==> src/rtl/ram_arb_pkg.sv <==
// Shared types and defaults for the RAM port arbiter: FSM state, in-flight tag layout,
// and parameter defaults used by the interface and top.
package ram_arb_pkg;

    localparam int DEF_BAND      = 64;
    localparam int DEF_DEPTH     = 1024;
    localparam int DEF_NUM_REQ   = 2;
    localparam int DEF_MAX_BURST = 8;
    // Tag index is sized for the largest supported requester count (8).
    localparam int TAG_IW        = 3;

    typedef enum logic [1:0] {
        IDLE,
        GRANT,
        LOCKED
    } arb_state_t;

    typedef struct packed {
        logic              valid;
        logic [TAG_IW-1:0] idx;
        logic              was_write;
    } arb_tag_t;

endpackage

==> src/rtl/ram_port_arbiter_if.sv <==
// Requester-side and RAM-side bus of the arbiter; slave is the arbiter's view,
// master is the view of the requesters plus the RAM they share.
interface ram_port_arbiter_if
    import ram_arb_pkg::*;
#(
    parameter int BAND    = DEF_BAND,
    parameter int DEPTH   = DEF_DEPTH,
    parameter int NUM_REQ = DEF_NUM_REQ
);
    localparam int AW = $clog2(DEPTH);

    logic [NUM_REQ-1:0]      req;
    logic [NUM_REQ-1:0]      we;
    logic [NUM_REQ-1:0]      lock;
    logic [NUM_REQ*AW-1:0]   addr;
    logic [NUM_REQ*BAND-1:0] wdata;
    logic [NUM_REQ-1:0]      gnt;
    logic [NUM_REQ-1:0]      rvalid;
    logic [NUM_REQ-1:0]      wack;
    logic [BAND-1:0]         rdata;

    logic                    mem_wr;
    logic                    mem_rd;
    logic [AW-1:0]           mem_addr;
    logic [BAND-1:0]         mem_wdata;
    logic [BAND-1:0]         mem_rdata;
    logic                    mem_rvalid;
    logic                    mem_wdone;

    modport slave (
        input  req, we, lock, addr, wdata, mem_rdata, mem_rvalid, mem_wdone,
        output gnt, rvalid, wack, rdata, mem_wr, mem_rd, mem_addr, mem_wdata
    );

    modport master (
        output req, we, lock, addr, wdata, mem_rdata, mem_rvalid, mem_wdone,
        input  gnt, rvalid, wack, rdata, mem_wr, mem_rd, mem_addr, mem_wdata
    );

endinterface

==> src/rtl/ram_port_arbiter_rr_pick.sv <==
// Combinational round-robin picker: first requester at or after ptr (wrapping) that is
// both requesting and unmasked wins; returns one-hot grant and its index.
module rr_pick #(
    parameter int N  = 2,
    parameter int IW = (N > 1) ? $clog2(N) : 1
) (
    input  logic [N-1:0]  req,
    input  logic [N-1:0]  mask,
    input  logic [IW-1:0] ptr,
    output logic [N-1:0]  gnt,
    output logic [IW-1:0] idx
);

    always_comb begin : pick
        int   c;
        logic found;
        // NOTE: every output and local gets a default before the search so no path leaves a latch.
        gnt   = '0;
        idx   = '0;
        found = 1'b0;
        c     = 0;
        for (int k = 0; k < N; k++) begin
            c = int'(ptr) + k;
            if (c >= N) c = c - N;
            if (!found && req[c] && mask[c]) begin
                gnt[c] = 1'b1;
                idx    = IW'(c);
                found  = 1'b1;
            end
        end
    end

endmodule

==> src/rtl/ram_port_arbiter.sv <==
// Round-robin arbiter sharing one single-port RAM among NUM_REQ requesters, with locked bursts
// capped at MAX_BURST. Define RAM_ARB_STATS_EN to add grant_cnt/stall_cnt statistics outputs.
module ram_port_arbiter
    import ram_arb_pkg::*;
#(
    parameter int BAND      = DEF_BAND,
    parameter int DEPTH     = DEF_DEPTH,
    parameter int NUM_REQ   = DEF_NUM_REQ,
    parameter int MAX_BURST = DEF_MAX_BURST
) (
    input  logic                     clk,
    input  logic                     rst,
    ram_port_arbiter_if.slave        bus
`ifdef RAM_ARB_STATS_EN
    ,
    output logic [NUM_REQ*32-1:0]    grant_cnt,
    output logic [31:0]              stall_cnt
`endif
);

    localparam int AW = $clog2(DEPTH);
    localparam int IW = (NUM_REQ > 1) ? $clog2(NUM_REQ) : 1;
    localparam int CW = $clog2(MAX_BURST + 1);

    arb_state_t         state, state_nxt;
    logic [IW-1:0]      ptr;
    logic [IW-1:0]      owner, owner_nxt;
    logic [CW-1:0]      burst_cnt, burst_cnt_nxt;
    logic               excl_valid, excl_valid_nxt;
    logic [IW-1:0]      excl_idx, excl_idx_nxt;
    arb_tag_t           tag;

    logic               owner_hold;
    logic [NUM_REQ-1:0] excl_oh;
    logic [NUM_REQ-1:0] mask;
    logic [NUM_REQ-1:0] rr_gnt;
    logic [IW-1:0]      rr_idx;
    logic [NUM_REQ-1:0] gnt_vec;
    logic [IW-1:0]      gidx;
    logic               any_gnt;
    logic [CW-1:0]      run_len;

    // A forced rotation bars the previous owner for one cycle, but only if someone else wants in.
    always_comb begin
        owner_hold = (state == LOCKED) && bus.req[owner] && bus.lock[owner];
        excl_oh    = NUM_REQ'(1) << excl_idx;
        mask       = '1;
        if (excl_valid && (|(bus.req & ~excl_oh))) mask = ~excl_oh;
    end

    rr_pick #(
        .N  (NUM_REQ),
        .IW (IW)
    ) u_pick (
        .req  (bus.req),
        .mask (mask),
        .ptr  (ptr),
        .gnt  (rr_gnt),
        .idx  (rr_idx)
    );

    always_comb begin
        gidx    = owner_hold ? owner : rr_idx;
        any_gnt = !rst && (owner_hold || (|rr_gnt));
        gnt_vec = '0;
        if (any_gnt) gnt_vec = NUM_REQ'(1) << gidx;
    end

    // Next-state: the grant decided this cycle determines where the FSM and burst count go.
    always_comb begin
        state_nxt      = IDLE;
        owner_nxt      = owner;
        burst_cnt_nxt  = '0;
        excl_valid_nxt = 1'b0;
        excl_idx_nxt   = excl_idx;
        run_len        = CW'(1);
        if (owner_hold)
            run_len = (burst_cnt == CW'(MAX_BURST)) ? burst_cnt : burst_cnt + 1'b1;
        if (any_gnt) begin
            state_nxt = GRANT;
            if (bus.lock[gidx]) begin
                if (run_len >= CW'(MAX_BURST)) begin
                    excl_valid_nxt = 1'b1;
                    excl_idx_nxt   = gidx;
                end else begin
                    state_nxt     = LOCKED;
                    owner_nxt     = gidx;
                    burst_cnt_nxt = run_len;
                end
            end
        end
    end

    // NOTE: state registers use non-blocking assignments so every flop samples pre-edge values.
    always_ff @(posedge clk) begin
        if (rst) begin
            state      <= IDLE;
            ptr        <= '0;
            owner      <= '0;
            burst_cnt  <= '0;
            excl_valid <= 1'b0;
            excl_idx   <= '0;
            tag        <= '0;
        end else begin
            state      <= state_nxt;
            owner      <= owner_nxt;
            burst_cnt  <= burst_cnt_nxt;
            excl_valid <= excl_valid_nxt;
            excl_idx   <= excl_idx_nxt;
            if (any_gnt) ptr <= (gidx == IW'(NUM_REQ - 1)) ? '0 : gidx + 1'b1;
            tag <= '{valid: any_gnt, idx: TAG_IW'(gidx), was_write: bus.we[gidx]};
        end
    end

    // Responses are steered by the tag, so the RAM's sticky data_valid on idle cycles is ignored.
    always_comb begin : outputs
        logic hit;
        bus.gnt       = gnt_vec;
        bus.mem_wr    = any_gnt && bus.we[gidx];
        bus.mem_rd    = any_gnt && !bus.we[gidx];
        bus.mem_addr  = bus.addr[gidx*AW +: AW];
        bus.mem_wdata = bus.wdata[gidx*BAND +: BAND];
        bus.rdata     = bus.mem_rdata;
        bus.rvalid    = '0;
        bus.wack      = '0;
        hit           = 1'b0;
        for (int i = 0; i < NUM_REQ; i++) begin
            hit           = tag.valid && !rst && (tag.idx == TAG_IW'(i));
            bus.rvalid[i] = hit && bus.mem_rvalid && !tag.was_write;
            bus.wack[i]   = hit && bus.mem_wdone && tag.was_write;
        end
    end

`ifdef RAM_ARB_STATS_EN
    always_ff @(posedge clk) begin
        if (rst) begin
            grant_cnt <= '0;
            stall_cnt <= '0;
        end else begin
            for (int i = 0; i < NUM_REQ; i++)
                if (gnt_vec[i]) grant_cnt[i*32 +: 32] <= grant_cnt[i*32 +: 32] + 32'd1;
            if (|(bus.req & ~gnt_vec)) stall_cnt <= stall_cnt + 32'd1;
        end
    end
`endif

endmodule

==> src/flat_wrapper.sv <==
// flat-port wrapper written by rule: the top's interface ports become plain ports
module ram_port_arbiter_flat import ram_arb_pkg::*;
#(
    parameter int BAND      = DEF_BAND,
    parameter int DEPTH     = DEF_DEPTH,
    parameter int NUM_REQ   = DEF_NUM_REQ,
    parameter int MAX_BURST = DEF_MAX_BURST
)
  (clk, rst, bus_req, bus_we, bus_lock, bus_addr, bus_wdata, bus_mem_rdata, bus_mem_rvalid, bus_mem_wdone, bus_gnt, bus_rvalid, bus_wack, bus_rdata, bus_mem_wr, bus_mem_rd, bus_mem_addr, bus_mem_wdata);
  ram_port_arbiter_if #(.BAND(BAND), .DEPTH(DEPTH), .NUM_REQ(NUM_REQ)) bus_i ();
  input  logic clk;
  input  logic rst;
  input wire logic [$bits(bus_i.req)-1:0] bus_req;
  input wire logic [$bits(bus_i.we)-1:0] bus_we;
  input wire logic [$bits(bus_i.lock)-1:0] bus_lock;
  input wire logic [$bits(bus_i.addr)-1:0] bus_addr;
  input wire logic [$bits(bus_i.wdata)-1:0] bus_wdata;
  input wire logic [$bits(bus_i.mem_rdata)-1:0] bus_mem_rdata;
  input wire logic [$bits(bus_i.mem_rvalid)-1:0] bus_mem_rvalid;
  input wire logic [$bits(bus_i.mem_wdone)-1:0] bus_mem_wdone;
  output wire logic [$bits(bus_i.gnt)-1:0] bus_gnt;
  output wire logic [$bits(bus_i.rvalid)-1:0] bus_rvalid;
  output wire logic [$bits(bus_i.wack)-1:0] bus_wack;
  output wire logic [$bits(bus_i.rdata)-1:0] bus_rdata;
  output wire logic [$bits(bus_i.mem_wr)-1:0] bus_mem_wr;
  output wire logic [$bits(bus_i.mem_rd)-1:0] bus_mem_rd;
  output wire logic [$bits(bus_i.mem_addr)-1:0] bus_mem_addr;
  output wire logic [$bits(bus_i.mem_wdata)-1:0] bus_mem_wdata;
  assign bus_i.req = bus_req;
  assign bus_i.we = bus_we;
  assign bus_i.lock = bus_lock;
  assign bus_i.addr = bus_addr;
  assign bus_i.wdata = bus_wdata;
  assign bus_i.mem_rdata = bus_mem_rdata;
  assign bus_i.mem_rvalid = bus_mem_rvalid;
  assign bus_i.mem_wdone = bus_mem_wdone;
  assign bus_gnt = bus_i.gnt;
  assign bus_rvalid = bus_i.rvalid;
  assign bus_wack = bus_i.wack;
  assign bus_rdata = bus_i.rdata;
  assign bus_mem_wr = bus_i.mem_wr;
  assign bus_mem_rd = bus_i.mem_rd;
  assign bus_mem_addr = bus_i.mem_addr;
  assign bus_mem_wdata = bus_i.mem_wdata;
  ram_port_arbiter #(.BAND(BAND), .DEPTH(DEPTH), .NUM_REQ(NUM_REQ), .MAX_BURST(MAX_BURST)) u_core (.clk(clk), .rst(rst), .bus(bus_i));
endmodule
==> config.mk <==
export PLATFORM = sky130hd
export DESIGN_NAME = ram_port_arbiter_flat
export DESIGN_NICKNAME = d
export VERILOG_FILES = /design/src/rtl/ram_arb_pkg.sv /design/src/rtl/ram_port_arbiter_if.sv /design/src/rtl/ram_port_arbiter_rr_pick.sv /design/src/rtl/ram_port_arbiter.sv /design/src/flat_wrapper.sv
export SDC_FILE = /design/constraint.sdc
export NUM_CORES = 1
export LEC_CHECK = 0
export ABC_AREA = 0
export CORE_AREA = 2 2 141 143
export DETAILED_ROUTE_END_ITERATION = 6
export DIE_AREA = 0 0 143 145
export PLACE_DENSITY_LB_ADDON = 0.25
export SYNTH_ARGS = -nofsm -noshare
export SYNTH_HDL_FRONTEND = slang
export SYNTH_SLANG_ARGS = --single-unit
==> constraint.sdc <==
create_clock -name clk -period 2.7 [get_ports clk]
set_input_delay 0.54 -clock clk [delete_from_list [all_inputs] [get_ports clk]]
set_output_delay 0.54 -clock clk [all_outputs]
set_load 0.02 [all_outputs]
==> impl_results.md <==
- CP endpoint kind: primary output
- Leakage power: 1.863 nW
- Vias in the first global route: ~2,500
- Yosys reg bits: 13
- Vias: 2,276
- Synth unique cells: 37
- Peak VDD IR: roughly 0.14 mV
- Share of post-route cells with drive strength above 1: a little under half
- Final setup violation count: 8
- Comb pwr share: 66.6%
- Worst R2R Setup Slack: roughly 0.63 ns
- CTS max path bufs: 2
- TritonCTS Sinks: 13
- Status: complete, but fails checks
- Syn Nets: 448
- Largest net degree at the start of global routing: 44
- Sequential share of power: 14.3%
- CP Data Required Time: 2.16 ns
- Startpoint types: input port
- Initial core utilization: between 10 and 15%
- Area growth syn-to-layout: 121.8%
- Sequential cell area fraction in the yosys report: 12.54%
- Register area: between 200 and 300 um^2
- Worst Hold Slack: about 0.54 ns
- Initial antenna violation count: 0
- Post-DRT Antenna Nets: 0
- Vias/cell: about 3.3
- Main synth FF type: dfxtp_1
- Number of diodes: 0
- DIE WIDTH: 143 um
- Crit path DAT: approximately 2.3 ns
- WL final: between 10,000 and 15,000 um
- Worst skew pair latency: ~0.24 ns
- RD Place Congestion: about 0.74
- Count of buffers from port buffering: 239
- Die area: 20,740 um^2
- Post-Route Setup TNS: -0.1521 ns
- DRC: 0
- Slew Limit Fails: 0
- Clock buffer count from CTS: 3
- Pwr dens: 316.0 nW/um^2
- Area of the multi-input gates: approximately 1300 um^2
- Total power: 1.455 mW
- Drt pass-1 iters: 4
- Post-synth EDFFs: 0
- Hold Vio Cnt, Final: 0
- Critical path class: in2out
- Final worst path period share: 103.2%
- Final Instance Area: between 4000 and 5000 um^2
- Nets: 645
- Tmin final: around 2.8 ns
- Hold/Removal Path Class: reg2reg
- Register clock-pin slew on the reported worst setup and hold paths: approximately 0.05 ns
- Part of the power in the clock network: 19.1%
- Global Route Usage Sum: roughly a tenth
- Global route overflow: 0
- Ys Warns: 0
- Setup slack after layout: -0.08560 ns
- Post-Synthesis Cells: 224
- Die Ht: 145 um
- Failing checks: negative setup slack
- Initial DRC count: 23
- Hold buffers post-CTS: 0
- Wirelength per Cell: ~16 um
- Root buffer cell: clkbuf_16
- CP Max Fanout: 6
- Syn avg cell area: between 9 and 10 um^2
- Core Box Area: about 19,000 um^2
- Internal: roughly 0.98 mW
- Placed inst area: approximately 4400 um^2
- Filler cell count: roughly 2,100
- CTS tree: done
- Max Cap Viol: 0
- Ys async rst share: 0%
- First-pass GRT wire length: approximately 15,000 um
- IO Count: 368
- # rows: just over 50
- Switching power: about 0.47 mW
- Setup WS pre-CTS: -0.7921 ns
- Clock Skew: approximately 0.0016 ns
- Hpwl dp: between 9000 and 10,000 um
- Unrepaired setup endpoints after global routing: true
- CTS H-tree depth: 1
- Switch share: about a third
- FMAX: 0.3590 GHz
- Synthesized area: roughly 2100 um^2
-- power groups by stage --
stage	Sequential [mW]	Clock, mW	Combinational [mW]
final	0.208	0.278	0.969
after global routing	0.209	0.291	1.03
after CTS	0.208	0.282	0.879
after detailed placement	0.211	0	0.922
after global placement	0.211	0	0.924
after floorplan	0.210	0	0.537
-- per-stage QoR --
step,cells,util [%]
global route,685,23.97
finish,685,23.97
CTS,679,22.58
detailed placement,670,22.93
floorplan,224,-
global placement,670,22.93
-- area by class of cell --
| class | instances | share of cell area, % |
|---|---|---|
| repair buffers | 266 | 57.42 |
| multi-input cells | 131 | 27.50 |
| well taps | 265 | 7.201 |
| flip-flops and latches | 13 | 5.679 |
| clock buffers | 4 | 1.712 |
| inverters | 6 | 0.4891 |
-- worst paths after layout --
check	from	end	depth (start not counted)
setup / recovery	bus_req[1]	bus_mem_wdata[22]	9
hold / removal	u_core.ptr	u_core.ptr	3
setup reg to reg	u_core.ptr	u_core.owner	8
hold reg to reg	u_core.ptr	u_core.ptr	3
-- registers in the layout, summed over array words and instances (netlist names) --
name and count:
u_core.burst_cnt 4, u_core.excl_idx 1, u_core.excl_valid 1, u_core.owner 1, u_core.ptr 1, u_core.state 2
u_core.tag 3
-- metal layers --
layer  wire length [um]  vias up  track usage, %
met5                  0        -               0
met2               5633      132           17.37
met4                278        0           3.168
li1                   -     1098               -
met1               4120     1012           10.48
met3               1084       34           3.168
-- cell usage in the layout, fill, tap and decap left out, types with 3 or more instances in the layout --
master,Yosys,final
nand3_1,4,4
clkdlybuf4s50_1,0,157
buf_4,66,16
clkbuf_16,0,4
and3_1,3,3
dfxtp_1,13,12
buf_12,0,9
buf_2,2,28
mux2_2,74,68
inv_1,6,6
nor2b_4,1,3
nor2_1,11,11
and2_1,3,3
buf_6,5,41
nor2b_1,7,4
mux2_4,1,7
clkbuf_2,0,7
-- worst max-delay path, cell delays in order --
cell     delay (ns)
buf_6          0.09
a21bo_1        0.20
and3_1         0.14
a311o_2        0.42
buf_12         0.19
buf_12         0.13
buf_6          0.10
mux2_4         0.29
buf_6          0.13
-- synth_stat cells, types with 2 or more instances --
| cell | n | area, um^2 |
|---|---|---|
| mux2_2 | 74 | 833.3 |
| and2_1 | 3 | 18.77 |
| buf_4 | 66 | 495.5 |
| dfxtp_1 | 13 | 260.3 |
| buf_2 | 2 | 10.01 |
| xnor2_1 | 2 | 17.52 |
| and3_1 | 3 | 18.77 |
| nor2b_1 | 7 | 43.79 |
| ha_1 | 2 | 25.02 |
| nor2_1 | 11 | 41.29 |
| nand2_1 | 2 | 7.510 |
| inv_1 | 6 | 22.52 |
| buf_6 | 5 | 56.30 |
| nand3_1 | 4 | 20.02 |
| nor3_1 | 2 | 10.01 |
-- cells by family (layout without fill, tap and decap cells) --
kind of cell	count (synthesis)	count (layout)	share of synthesized area (%)
AO/OA/AOI/OAI	10	10	3.798
XOR/XNOR	2	2	0.8440
adder cells (fa/ha/maj)	2	2	1.205
buffers and inverters	80	276	28.87
flip-flops	13	13	12.54
multiplexers	77	77	42.01
other	1	1	0.1807
AND/OR/NAND/NOR	39	39	10.55
-- what timing repair did --
action	in CTS	in global routing
gates resized for setup	294	90
setup endpoints to repair	78	77
pin swaps	3	0
buffers inserted	3	3
gates cloned	2	3
Note: power is estimated with default switching activity, not from simulation.
